$ cat src/rtl/alu_param.sv
// Parametrised multi-cycle ALU: one opcode per start/done transaction, 2*WIDTH result,
// iterative shift-add multiplier, fixed-latency sp ops and a small load/store register file.
module alu_param #(
    parameter int WIDTH  = 8,
    parameter int NREGS  = 8,
    parameter int SP_LAT = 3,
    localparam int AW    = $clog2(NREGS),
    localparam int RW    = 2 * WIDTH
) (
    input  logic          clk,
    input  logic          reset,
    input  logic          start,
    input  logic [3:0]    op,
    input  logic [WIDTH-1:0] a,
    input  logic [WIDTH-1:0] b,
    input  logic [AW-1:0] addr,
    output logic          busy,
    output logic          done,
    output logic          error,
    output logic [RW-1:0] result
);

    // state    | meaning
    // S_IDLE   | waiting for start with a non-nop opcode
    // S_ACCEPT | operands captured, counters/multiplier being primed
    // S_MUL    | one multiplier bit per cycle, LSB first
    // S_SPW    | fixed-latency wait for sp0/sp1/sp2
    // S_DONE   | result computed; done/result/error registered on exit

    localparam int SW = $clog2(WIDTH);
    localparam int CW = $clog2(WIDTH + SP_LAT);

    localparam logic [3:0] OP_NOP   = 4'h0;
    localparam logic [3:0] OP_ADD   = 4'h1;
    localparam logic [3:0] OP_AND   = 4'h2;
    localparam logic [3:0] OP_XOR   = 4'h3;
    localparam logic [3:0] OP_MUL   = 4'h4;
    localparam logic [3:0] OP_SP0   = 4'h5;
    localparam logic [3:0] OP_SP1   = 4'h6;
    localparam logic [3:0] OP_SP2   = 4'h7;
    localparam logic [3:0] OP_LOAD  = 4'h8;
    localparam logic [3:0] OP_STORE = 4'h9;
    localparam logic [3:0] OP_SHL   = 4'hA;
    localparam logic [3:0] OP_SHR   = 4'hB;
    localparam logic [3:0] OP_NOP1  = 4'hF;

    typedef enum logic [2:0] {
        S_IDLE,
        S_ACCEPT,
        S_MUL,
        S_SPW,
        S_DONE
    } state_t;

    state_t state, state_next;

    logic [3:0]       op_q;
    logic [WIDTH-1:0] a_q, b_q;
    logic [AW-1:0]    addr_q;
    logic [CW-1:0]    cnt;
    logic [RW-1:0]    acc, mcand;
    logic [WIDTH-1:0] mplier;
    logic [WIDTH-1:0] regs [NREGS];

    logic [RW-1:0] res_calc;
    logic [RW-1:0] a_x, b_x;
    logic          is_rsvd;
    logic          is_sp;

    assign is_sp   = (op_q == OP_SP0) || (op_q == OP_SP1) || (op_q == OP_SP2);
    assign is_rsvd = (op_q == 4'hC) || (op_q == 4'hD) || (op_q == 4'hE);
    assign busy    = (state == S_MUL) || (state == S_SPW) || (state == S_DONE);

    always_ff @(posedge clk) begin
        if (reset) begin
            state <= S_IDLE;
        end else begin
            state <= state_next;
        end
    end

    always_comb begin
        state_next = state;
        case (state)
            S_IDLE: begin
                if (start && (op != OP_NOP) && (op != OP_NOP1)) begin
                    state_next = S_ACCEPT;
                end
            end
            S_ACCEPT: begin
                if (op_q == OP_MUL) begin
                    state_next = S_MUL;
                end else if (is_sp) begin
                    state_next = S_SPW;
                end else begin
                    state_next = S_DONE;
                end
            end
            S_MUL, S_SPW: begin
                if (cnt == '0) begin
                    state_next = S_DONE;
                end
            end
            S_DONE:  state_next = S_IDLE;
            default: state_next = S_IDLE;
        endcase
    end

    always_comb begin
        a_x      = RW'(a_q);
        b_x      = RW'(b_q);
        res_calc = '0;
        case (op_q)
            OP_ADD:  res_calc = a_x + b_x;
            OP_AND:  res_calc = a_x & b_x;
            OP_XOR:  res_calc = a_x ^ b_x;
            OP_MUL:  res_calc = acc;
            OP_SP0:  res_calc = a_x + (b_x << 1);
            OP_SP1:  res_calc = a_x << 1;
            OP_SP2:  res_calc = a_x + (a_x << 1);
            OP_LOAD: res_calc = RW'(regs[addr_q]);
            OP_SHL:  res_calc = a_x << b_q[SW-1:0];
            OP_SHR:  res_calc = a_x >> b_q[SW-1:0];
            default: res_calc = '0;
        endcase
    end

    // Results and register writes commit only on the DONE exit edge, so a reset
    // mid-operation leaves no trace.
    always_ff @(posedge clk) begin
        if (reset) begin
            op_q   <= '0;
            a_q    <= '0;
            b_q    <= '0;
            addr_q <= '0;
            cnt    <= '0;
            acc    <= '0;
            mcand  <= '0;
            mplier <= '0;
            done   <= 1'b0;
            error  <= 1'b0;
            result <= '0;
            for (int i = 0; i < NREGS; i++) begin
                regs[i] <= '0;
            end
        end else begin
            done <= (state == S_DONE);
            case (state)
                S_IDLE: begin
                    if (state_next == S_ACCEPT) begin
                        op_q   <= op;
                        a_q    <= a;
                        b_q    <= b;
                        addr_q <= addr;
                    end
                end
                S_ACCEPT: begin
                    cnt    <= (op_q == OP_MUL) ? CW'(WIDTH - 1) : CW'(SP_LAT - 2);
                    acc    <= '0;
                    mcand  <= RW'(a_q);
                    mplier <= b_q;
                end
                S_MUL: begin
                    if (mplier[0]) begin
                        acc <= acc + mcand;
                    end
                    mcand  <= mcand << 1;
                    mplier <= mplier >> 1;
                    cnt    <= cnt - 1'b1;
                end
                S_SPW: begin
                    cnt <= cnt - 1'b1;
                end
                S_DONE: begin
                    result <= res_calc;
                    error  <= is_rsvd;
                    if (op_q == OP_STORE) begin
                        regs[addr_q] <= a_q;
                    end
                end
                default: ;
            endcase
        end
    end

endmodule

$ cat config.mk
export PLATFORM = sky130hd
export DESIGN_NAME = alu_param
export DESIGN_NICKNAME = d
export VERILOG_FILES = /design/src/rtl/alu_param.sv
export SDC_FILE = /design/constraint.sdc
export NUM_CORES = 1
export LEC_CHECK = 0
export BUFFER_PORTS_ARGS = -buffer_cell sky130_fd_sc_hd__buf_2
export CORE_MARGIN = 5
export CORE_UTILIZATION = 30
export DETAILED_ROUTE_END_ITERATION = 8
export PLACE_DENSITY_LB_ADDON = 0.25
export SYNTH_ARGS = -nofsm -noshare
export SYNTH_HDL_FRONTEND = slang
export SYNTH_SLANG_ARGS = --single-unit
$ cat constraint.sdc
create_clock -name clk -period 4.3 [get_ports clk]
set_input_delay 0.43 -clock clk [delete_from_list [all_inputs] [get_ports clk]]
set_output_delay 0.43 -clock clk [all_outputs]
set_load 0.02 [all_outputs]
[Yosys cells after proc, flatten, opt, wreduce, memory -nomap -nowiden]
Memory sizes are Yosys's and may differ from the RTL's. A register that Yosys moved wholly into a read port is not among the register bits.
Index checks and enable logic that the tools add are counted.
Cells by class
  reductions and logical operators: 17
  $add $sub $neg: 5
  eq/ne operators: 21
  shift operators: 2
  bitwise gates (word level): 2
  muxes and demuxes: 23
Operators with widths (count)
  16-bit case mux with 10 select lines: 1
  16-bit case mux with 2 select lines: 2
  4-bit equality test (second input constant): 7
  3-bit two-way mux: 8
  8-bit by 9-bit adder with 10-bit output: 2
  16-bit adder: 1
  4-bit by 3-bit equality test with 1-bit output (second input constant): 4
  16-bit two-way mux: 1
  8-bit case mux with 2 select lines: 1
  8-bit by 3-bit << shifter with 16-bit output: 1
  8-bit by 3-bit right shift with 16-bit output: 1
  8-bit by 8-bit adder with 9-bit output: 1
  3-bit case mux with 3 select lines: 1
  8-bit AND: 1
  4-bit by 2-bit equality test with 1-bit output (second input constant): 2
  8-bit two-way mux: 1
  4-bit case mux with 2 select lines: 1
  8-bit OR reduction: 1
  8-bit bitwise XOR: 1
  1-bit two-way mux: 7
  3-bit by 1-bit equality test with 1-bit output (second input constant): 2
  3-bit by 2-bit equality test with 1-bit output (second input constant): 2
  1-bit logical OR: 6
  4-bit by 1-bit equality test with 1-bit output (second input constant): 1
  11 further kinds: 14
Word-level totals
  bits in registers: 88
  input bits: 26
  output and inout bits: 19
  memories: 1
  RAM bits: 64
Memories
  regs: words 8, width 8, rd ports 1, clocked after memory_dff 1, wr ports 8, line 63  | logic [WIDTH-1:0] regs [NREGS];

[Depth between registers and ports, before layout]
  depth in word-level cells: 10
  depth in mapped cells: 13

[Worst setup path before layout]
OpenSTA, ideal clock, no wires.
  kind: register to register
  start point: register op_q[2]
  end point: register result[7]
  path buffers: 1
  path slack: 1169 ps
  cell stages (with the launch flop): 14
  arrival: 2986 ps
  cell sequence: dfxtp_1 -> buf_2 -> inv_1 -> nor2_1 -> nand2_1 -> mux2_2 -> ha_1 -> fa_1 -> nand3_1 -> nand2_1 -> a31o_2 -> xor2_1 -> a2111oi_0 -> a221oi_1
Between the ends
  cells in the longest elaborated chain, start to end: 2
Ends and longest elaborated chain
  start: declaration: line 57  | logic [3:0] op_q;
  start signal: assignment: line 151  | op_q <= op;
  4-bit equality test (tied with other cells): line 113  | case (op_q)
  16-bit case mux with 10 select lines *: line 113
  end signal: assignment: line 175  | result <= res_calc;
  end: declaration: line 20  | output logic [RW-1:0] result
Mark *: on every way between the ends. The rest lies on a longest branch, timed or not.
A chain may end at the register's enable or synchronous reset.

[Final worst setup path]
  start point: register op_q[3]
  end point: register result[8]
Same word-level chain as after synthesis.

==> flow_metrics.env <==
export IMPL_status="finished, final reports clean"
export IMPL_n_fill_cell=2994
export IMPL_skew_ns=0.01385
export IMPL_synth_main_ff_cell="dfxtp_1"
export IMPL_num_io_pins=45
export IMPL_synthAdderAreaFrac_pct=5.428
export IMPL_rrSetupSlack_ns=0.94
export IMPL_finalWirelength_um=26600
export IMPL_start_util_pct=30.26
export IMPL_slew_headroom_pct=22.12
export IMPL_yosys_warnings=0
export IMPL_switchingPower_w=0.001058
export IMPL_hold_class="in -> reg"
export IMPL_p_leak_nw=3.943
export IMPL_synth_edf_count=64
export IMPL_synth_area_um2=8944
export IMPL_power_frac_clock_pct=41.7
export IMPL_synth_compound_area_share_pct=15.40
export IMPL_syn_inst=885
export IMPL_worst_pin_slew_ns=1.156
export IMPL_cts_setup_buffers=0
export IMPL_async_flop_share_pct=0
export IMPL_ys_seq_area_share_pct=41.86
export IMPL_r2r_start="op_q[3]$_SDFFE_PP0P_"
export IMPL_antenna_found_initial=3
export IMPL_finalCritPeriodShare_pct=78.23
export IMPL_die_x_um=182.7
export IMPL_setup_worst_path_end="result[8]$_SDFFE_PP0P_"
export IMPL_crit_required_ns=4.64
export IMPL_r2r_cells=11
export IMPL_place_gp_congestion=0.9003
export IMPL_fin_area_um2=10180
export IMPL_drt_pass1_iterations=7
export IMPL_worst_ep_arrival_time_ns=3.70
export IMPL_ys_seq_elements=155
export IMPL_setup_tns_ns=0
export IMPL_yosysMostFrequentCell="nor2_1"
export IMPL_avgViaCountPerCell=5.308
export IMPL_ctsResizeCount=0
export IMPL_hold_violations=0
export IMPL_setup_viol_count_final=0
export IMPL_cts_buffers=17
export IMPL_die_y_um=182.7
export IMPL_dieArea_um2=33360
export IMPL_cts_sinks=155
export IMPL_root_buffer="clkbuf_16"
export IMPL_layout_drive_gt1_share_pct=17.39
export IMPL_insertion_delay_ns=0.44
export IMPL_synth_fp_nets=948
export IMPL_synthToLayoutAreaGrowth_pct=13.81
export IMPL_crit_path_end_kind="flip-flop"
export IMPL_dpl_cell_area_um2=9603
export IMPL_rsz0062_at_grt="no"
export IMPL_p_seq_share_pct=45.8
export IMPL_grt_max_degree=37
export IMPL_synthMuxAreaShare_pct=14.00
export IMPL_powerDensity_nw_per_um2=351.8
export IMPL_wl_per_cell_um=20.20
export IMPL_syn_avg_cell_area_um2=10.11
export IMPL_drc=0
export IMPL_vias=6990
export IMPL_cts_tree="yes"
export IMPL_num_rows=63
export IMPL_grt_pass1_wl_um=41430
export IMPL_post_synth_top_area_cell="edfxtp_1"
export IMPL_combPwrFrac_pct=12.5
export IMPL_nets=976
export IMPL_core_area_um2=29560
export IMPL_drv_cap=0
export IMPL_vdd_drop_max_uv=278.7
export IMPL_ys_types=73
export IMPL_startpoint="op_q[3]$_SDFFE_PP0P_"
export IMPL_worstSetupPathType="reg -> reg"
export IMPL_final_antenna_net_count=0
export IMPL_port_buffers=44
export IMPL_critical_path_startpoint_type="flip-flop"
export IMPL_synth_top_family_by_area="simple AND/OR/NAND/NOR gates"
export IMPL_hpwl_um=18970
export IMPL_power_internal_w=0.002523
export IMPL_synth_xor_area_share_pct=1.959
export IMPL_first_global_vias=6796
export IMPL_overflow=0
export IMPL_synth_simple_gate_area_share_pct=17.70
export IMPL_swShare_pct=29.53
export IMPL_clockBufferDepth=2
export IMPL_grt_usage_pct=16.00
export IMPL_finalMaxSlewViolations=0
export IMPL_synth_area_leaders="edfxtp_1, dfxtp_1, mux2i_1"
export IMPL_final_min_clock_period_ns=3.364
export IMPL_r2r_end="result[8]$_SDFFE_PP0P_"
export IMPL_postCtsHoldBufs=0
export IMPL_drtIter0Drc=575
export IMPL_clock_fmax_mhz=297.3
export IMPL_netlist_top_cells_count="nor2_1, dfxtp_1, and2_1"
export IMPL_clk_pin_slew_ns=0.08
export IMPL_crit_fanout=7
export IMPL_synth_top_area_share_pct=21.49
export IMPL_cts_htree_levels=4
-- worst min-delay path by stage --
stage / from / end / slack [ns] / cells after the start
after floorplan: acc[5]$_SDFFE_PP0P_ / acc[5]$_SDFFE_PP0P_ / 0.45 / 2
after global placement: result[12]$_SDFFE_PP0P_ / result[12]$_SDFFE_PP0P_ / 0.47 / 2
after detailed placement: result[15]$_SDFFE_PP0P_ / result[15]$_SDFFE_PP0P_ / 0.47 / 2
after CTS: a[3] / a_q[3]$_SDFFE_PP0P_ / 0.21 / 3
after global routing: a[5] / a_q[5]$_SDFFE_PP0P_ / 0.22 / 3
final: b[3] / b_q[3]$_SDFFE_PP0P_ / 0.22 / 3
-- per-layer routing --
metal / vias up / wire, um / share of wire, % / GRT usage, %
met5: - / 25 / 0.094 / 0
met4: 4 / 589 / 2.2 / 5.074
met3: 37 / 1673 / 6.3 / 3.847
met2: 235 / 11700 / 44 / 24.05
met1: 3380 / 12620 / 47 / 22.71
li1: 3334 / - / - / -
-- worst max-delay path: stages (launching register included) --
cell and delay (ns):
dfxtp_1 0.32, nand2b_1 0.20, nor2_1 0.28, nand2_1 0.28
mux2_2 0.37, ha_1 0.31, a211oi_1 0.26, o21bai_1 0.14
a2111oi_0 0.56, o21a_1 0.20, o21ai_0 0.07, a221oi_1 0.27
-- cell families (layout without fill, tap and decap cells) --
group	Yosys count	in the layout
muxes	95	95
xor gates and xnor gates	20	20
other	0	1
adders and majority gates	37	37
AOI/OAI and AO/OA	200	200
DFF	155	155
buffers and inverters	76	117
and+or+nand+nor	302	302
-- cells in the final DEF, fill, tap and decap left out, types with 4 or more instances in the layout --
| cell | Yosys | final |
|---|---|---|
| mux2_2 | 11 | 11 |
| mux4_2 | 23 | 23 |
| nand4_1 | 7 | 7 |
| nand3b_1 | 4 | 4 |
| xor2_1 | 10 | 10 |
| ha_1 | 34 | 34 |
| nand2_1 | 52 | 52 |
| inv_6 | 0 | 5 |
| clkbuf_16 | 0 | 17 |
| inv_1 | 13 | 13 |
| edfxtp_1 | 64 | 64 |
| nor2_1 | 98 | 97 |
| nor3_1 | 14 | 13 |
| nor2_2 | 3 | 4 |
| a22o_1 | 4 | 4 |
| and2_1 | 66 | 66 |
| a221oi_1 | 7 | 7 |
| buf_2 | 21 | 44 |
| a21oi_1 | 45 | 45 |
| dfxtp_1 | 91 | 91 |
| o211ai_1 | 5 | 5 |
| a211oi_1 | 19 | 19 |
| buf_4 | 2 | 28 |
| mux2i_1 | 61 | 61 |
| inv_8 | 0 | 4 |
| o21ai_0 | 31 | 31 |
| nor3b_1 | 5 | 5 |
| o21bai_1 | 8 | 8 |
| a21o_1 | 12 | 12 |
| nand2b_1 | 10 | 10 |
| xnor2_1 | 10 | 10 |
| nand3_1 | 12 | 12 |
| a22oi_1 | 28 | 28 |
| a2111oi_0 | 4 | 4 |
-- registers in the layout, summed over array words and instances, names as in the netlist, named ones only --
signal  count
cnt         4
done        1
b_q         8
mcand      16
op_q        4
error       1
acc        16
mplier      8
addr_q      3
state       3
regs       64
result     16
a_q         8
-- final cells by class --
cell class	count	area [um2]	area share, %
multi-input cells	654	4892	48.06
flip-flops and latches	155	3744	36.78
well taps	390	488.0	4.794
repair buffers	72	430.4	4.229
clock buffers	17	425.4	4.179
clock inverters	15	147.6	1.451
inverters	13	48.80	0.4794
diodes	1	2.502	0.02459
-- per-stage QoR --
| stage | power (W) | std cells | utilization, % | setup slack, ns | hold WS, ns |
|---|---|---|---|---|---|
| finish | 0.003581 | 1317 | 34.43 | 0.9360 | 0.2208 |
| global route | 0.003718 | 1316 | 34.43 | 0.7464 | 0.2211 |
| CTS | 0.003604 | 1316 | 34.43 | 0.9823 | 0.2098 |
| detailed placement | 0.002114 | 1284 | 32.49 | 1.000 | 0.4741 |
| global placement | 0.002113 | 1284 | 32.49 | 1.099 | 0.4652 |
| floorplan | 0.001958 | 885 | - | 1.169 | 0.4496 |
-- power groups by stage --
| stage | sequential, W | combinational, W | clock [W] |
|---|---|---|---|
| global placement | 0.00167 | 0.000442 | 0 |
| floorplan | 0.00163 | 0.000327 | 0 |
| CTS | 0.00164 | 0.000445 | 0.00152 |
| detailed placement | 0.00167 | 0.000442 | 0 |
| finish | 0.00164 | 0.000448 | 0.00149 |
| global route | 0.00165 | 0.000484 | 0.00159 |
Note: power is estimated with default switching activity, not from simulation.
